**src/rtl/bta_adder_pkg.sv**
```systemverilog
// Shared constants and operand type for the bit-truncation approximate adder.
package bta_adder_pkg;

  localparam int unsigned WIDTH_DEF = 32;
  localparam int unsigned NAB_DEF   = 1;

  typedef logic [WIDTH_DEF-1:0] operand_t;

  // One registered result set at the default width.
  typedef struct packed {
    operand_t acc;
    operand_t trunc;
    operand_t rnd;
  } result_t;

endpackage

```
**src/rtl/bta_operand_cond.sv**
```systemverilog
// Maps one operand to its truncated form (low NAB bits cleared) and its
// rounded form (truncated plus 2^NAB when bit NAB-1 was set).
module bta_operand_cond
  import bta_adder_pkg::*;
#(
  parameter int unsigned WIDTH = WIDTH_DEF,
  parameter int unsigned NAB   = NAB_DEF
) (
  input  logic [WIDTH-1:0] x,
  output logic [WIDTH-1:0] trunc_c,
  output logic [WIDTH-1:0] rnd_c
);

  localparam int unsigned HI_W = WIDTH - NAB;

  if (NAB == 0) begin : g_exact
    assign trunc_c = x;
    assign rnd_c   = x;
  end else begin : g_approx
    logic [HI_W-1:0] hi;
    logic [HI_W-1:0] hi_rnd;

    assign hi      = x[WIDTH-1:NAB];
    // Rounding increment lands on bit NAB; wraps with the upper field.
    assign hi_rnd  = hi + HI_W'(x[NAB-1]);
    assign trunc_c = {hi, {NAB{1'b0}}};
    assign rnd_c   = {hi_rnd, {NAB{1'b0}}};
  end

endmodule

```
**src/rtl/bta_adder.sv**
```systemverilog
// Registered exact, truncated and rounded adders with one-cycle latency.
module bta_adder
  import bta_adder_pkg::*;
#(
  parameter int unsigned WIDTH = WIDTH_DEF,
  parameter int unsigned NAB   = NAB_DEF
) (
  input  logic             clk,
  input  logic             rst,
  input  logic             in_valid,
  input  logic [WIDTH-1:0] a,
  input  logic [WIDTH-1:0] b,
  output logic             out_valid,
  output logic [WIDTH-1:0] c_acc,
  output logic [WIDTH-1:0] c_trunc,
  output logic [WIDTH-1:0] c_rnd
);

  logic [WIDTH-1:0] ta_c, ra_c, tb_c, rb_c;
  logic [WIDTH-1:0] sum_acc_c, sum_trunc_c, sum_rnd_c;

  bta_operand_cond #(.WIDTH(WIDTH), .NAB(NAB)) u_cond_a (
    .x       (a),
    .trunc_c (ta_c),
    .rnd_c   (ra_c)
  );

  bta_operand_cond #(.WIDTH(WIDTH), .NAB(NAB)) u_cond_b (
    .x       (b),
    .trunc_c (tb_c),
    .rnd_c   (rb_c)
  );

  // Carry-out is discarded on all three sums.
  assign sum_acc_c   = a + b;
  assign sum_trunc_c = ta_c + tb_c;
  assign sum_rnd_c   = ra_c + rb_c;

  always_ff @(posedge clk) begin
    if (!rst) begin
      out_valid <= 1'b0;
      c_acc     <= '0;
      c_trunc   <= '0;
      c_rnd     <= '0;
    end else begin
      out_valid <= in_valid;
      if (in_valid) begin
        c_acc   <= sum_acc_c;
        c_trunc <= sum_trunc_c;
        c_rnd   <= sum_rnd_c;
      end
    end
  end

endmodule

```
**config.mk**
```make
export PLATFORM = sky130hd
export DESIGN_NAME = bta_adder
export DESIGN_NICKNAME = d
export VERILOG_FILES = /design/src/rtl/bta_adder_pkg.sv /design/src/rtl/bta_operand_cond.sv /design/src/rtl/bta_adder.sv
export SDC_FILE = /design/constraint.sdc
export NUM_CORES = 1
export LEC_CHECK = 0
export CAP_MARGIN = 20
export CORE_MARGIN = 2
export CORE_UTILIZATION = 23
export DETAILED_ROUTE_END_ITERATION = 10
export GPL_TIMING_DRIVEN = 0
export RECOVER_POWER = 100
export SLEW_MARGIN = 0
export SYNTH_ARGS = -nofsm -noshare
export SYNTH_HDL_FRONTEND = slang
export SYNTH_HIERARCHICAL = 1
export SYNTH_SLANG_ARGS = --single-unit
export TNS_END_PERCENT = 20
```
**constraint.sdc**
```tcl
create_clock -name clk -period 3.7 [get_ports clk]
set_input_delay 0.37 -clock clk [delete_from_list [all_inputs] [get_ports clk]]
set_output_delay 0.37 -clock clk [all_outputs]
set_load 0.02 [all_outputs]
```
==> flow_summary.yaml <==
synth:
  yosys.cell_types.count: 80
  synth.area.top_cells: "dfxtp_1 (20%), ha_1 (13%), xnor2_1 (8.8%)"
  synth_top_area_share: 0.200
  ys_ff_latch: 97
  syn_area_mm2: 0.00970
  yosysWarningCount: 6
  ys_seq_area_frac: 0.200
  async_flop_share: 0
  synth_edf_count: 0
  synth_cells: 1190
  synth.largest_area_cell: "dfxtp_1"
  synth_flop_cell: "dfxtp_1"
  syn-mean-instance-area_um2: 8.15
finish:
  fin_nets: 1554
  area_growth_pct: 30.9
  layout-drive-gt1-share: 0.136
  final_common_cell: "nand2_1"
  final_cell_mix: "nand2_1 (103), xnor2_1 (97), dfxtp_1 (97), dlygate4sd3_1 (97), ha_1 (92)"
setup_path:
  crit_arrival_ps: 3820
  rrSetupSlack_ps: 2890
  end_kind: "flop"
  cp_max_fo: 5
  crit_required_ps: 3930
  r2r-end: "c_acc[31]"
  worst-r2r-cell-count: 3
  crit_type: "primary input to flop"
  endpoint: "c_rnd[25]"
  r2r_start: "c_acc[31]"
  crit_path_start: "b[7]"
  start_kind: "primary input"
timing:
  finalHoldViolCount: 0
  period_needed_ps: 3590
  worstMarginPinSlew_ps: 916
  slew_headroom: 0.390
  tns_ps: 0
  min_period_over_period: 0.970
  layout_setup_ws_ps: 110
  finalMaxSlewViolations: 0
  hold_ws_ps: 448
  skew_ps: 0
  setup_viol: 0
  fmax_mhz: 279
  rsz0062_at_grt: "yes"
outcome:
  outcome: "finished, final reports clean"
die:
  fp.dieH_um: 209
  boundaryPins: 164
  initial_core_util: 0.232
  rows: 75
  dieArea_mm2: 0.0438
  fp.dieW_um: 209
  core_region_area_mm2: 0.0418
clocking:
  numCtsBuffers: 9
  clock-sinks: 97
  h-tree-depth: 3
  cts_tree: "built"
  path_clk_slew_ps: 70
  cts_root_buf: "clkbuf_16"
  clk_path_buf_depth: 2
  clk_latency_ps: 380
route:
  drcViolationCount: 0
  drt_iter0_drc: 525
  via_count: 9419
  ant_nets: 0
  viasPerCell: 4.88
  wl_per_cell_um: 18.6
  drt-pass1-iter-count: 7
  wl_um: 35900
pwr:
  powerDensity_mw_per_mm2: 320
  p_leak_nw: 5.68
  vdd_drop_max_mv: 0.189
placement:
  hpwl_um: 29000
  gp_congestion: 0.912
  pre_cts_ws_ps: -1390
  port_buffers: 162
global_routing:
  grt_max_degree: 19
  antenna_found_initial: 1
  grt_pass1_vias: 9373
  overflow: 0
  grt_usage: 0.163
  grt_pass1_wl_um: 54600
run:
  max_cap_viol_count: 0
worst_hold_path:
  hp-class: "flop to flop"
[kinds of logic (layout without fill, tap and decap cells)]
group | after synthesis | count (layout) | synth area share
multiplexers | 44 | 44 | 0.0455
AND/OR/NAND/NOR | 356 | 356 | 0.199
AO/OA/AOI/OAI | 328 | 328 | 0.224
other | 2 | 5 | 0.000774
XOR/XNOR | 139 | 139 | 0.125
buffers and inverters | 124 | 324 | 0.0740
flip-flops | 97 | 97 | 0.200
adder cells (fa/ha/maj) | 100 | 100 | 0.131
[where the power goes]
group	switching (mW)	internal, mW	total [mW]
logic	1.04	0.774	1.81
clock network	0.486	0.537	1.02
registers	0.0673	1.16	1.23
[how the worst min path moves through the flow]
| stage | start | end | depth (start not counted) |
|---|---|---|---|
| floorplan | c_rnd[20] | c_rnd[20] | 2 |
| global placement | c_trunc[28] | c_trunc[28] | 2 |
| detailed placement | c_trunc[28] | c_trunc[28] | 2 |
| CTS | c_rnd[29] | c_rnd[29] | 2 |
| global route | c_rnd[20] | c_rnd[20] | 2 |
| finish | c_trunc[28] | c_trunc[28] | 2 |
[Yosys cell counts (all sizes together) (5+ instances only)]
master and n:
and3 24, a31o 5, o21ai 86, inv 16
and4 7, mux2i 43, a21oi 82, nor2b 53
a221oi 8, ha 97, clkbuf 33, nand3 44
a41oi 5, buf 75, a31oi 8, nand2 105
nand4 35, xnor2 98, a21o 61, nor4 5
a211oi 12, xor2 41, nor2 48, o21a 10
and2 10, o21bai 13, dfxtp 97, o211ai 6
nor3 12
[sequential cells by signal (all words and copies together) (netlist names)]
name	count
out_valid	1
c_trunc	32
c_acc	32
c_rnd	32
[worst max-delay path, cell delays in order]
cell and delay (ps):
clkdlybuf4s15_1 400, nand3_4 180, nor3_2 230, nand2_1 90, xnor2_1 160, ha_1 350, and3_2 280, and2_1 200
and4b_2 260, o21ai_2 180, or4b_4 540, a41oi_4 220, buf_4 140, xor2_1 130, o21ai_0 80
[what timing repair did]
action	in CTS	in global routing
hold buffers	0	0
pin swaps	15	6
buffers inserted	21	2
endpoints found under the setup margin	17	11
gates resized for setup	65	68
endpoints found under the hold margin	0	0
[routing by layer]
| layer | vias to the layer above | wire (um) | GRT usage |
|---|---|---|---|
| met2 | 282 | 16300 | 0.264 |
| li1 | 4647 | - | - |
| met5 | - | 0 | 0 |
| met1 | 4414 | 15700 | 0.201 |
| met4 | 0 | 1390 | 0.0778 |
| met3 | 76 | 2530 | 0.0422 |
[per-stage QoR]
stage	utilization	cell area, um2	instances	total power, mW
5_1_grt	0.304	12700	1932	4.33
4_1_cts	0.302	12600	1930	4.14
3_5_place_dp	0.288	12000	1893	3.08
2_1_floorplan	-	9710	1192	2.39
3_3_place_gp	0.288	12000	1893	3.08
6_report	0.304	12700	1932	4.07
[final cells by class]
type                       instances  area, um2
antenna                            1       2.50
buffer                           107        654
clock buffer                       9        225
clock inverter                     7       88.8
fill                            4463      29100
inverter                          16       60.1
multi-input combinational        971       7300
sequential                        97       1940
tap                              539        674
timing repair buffer             185       1750
(Power assumes the default switching activity.)
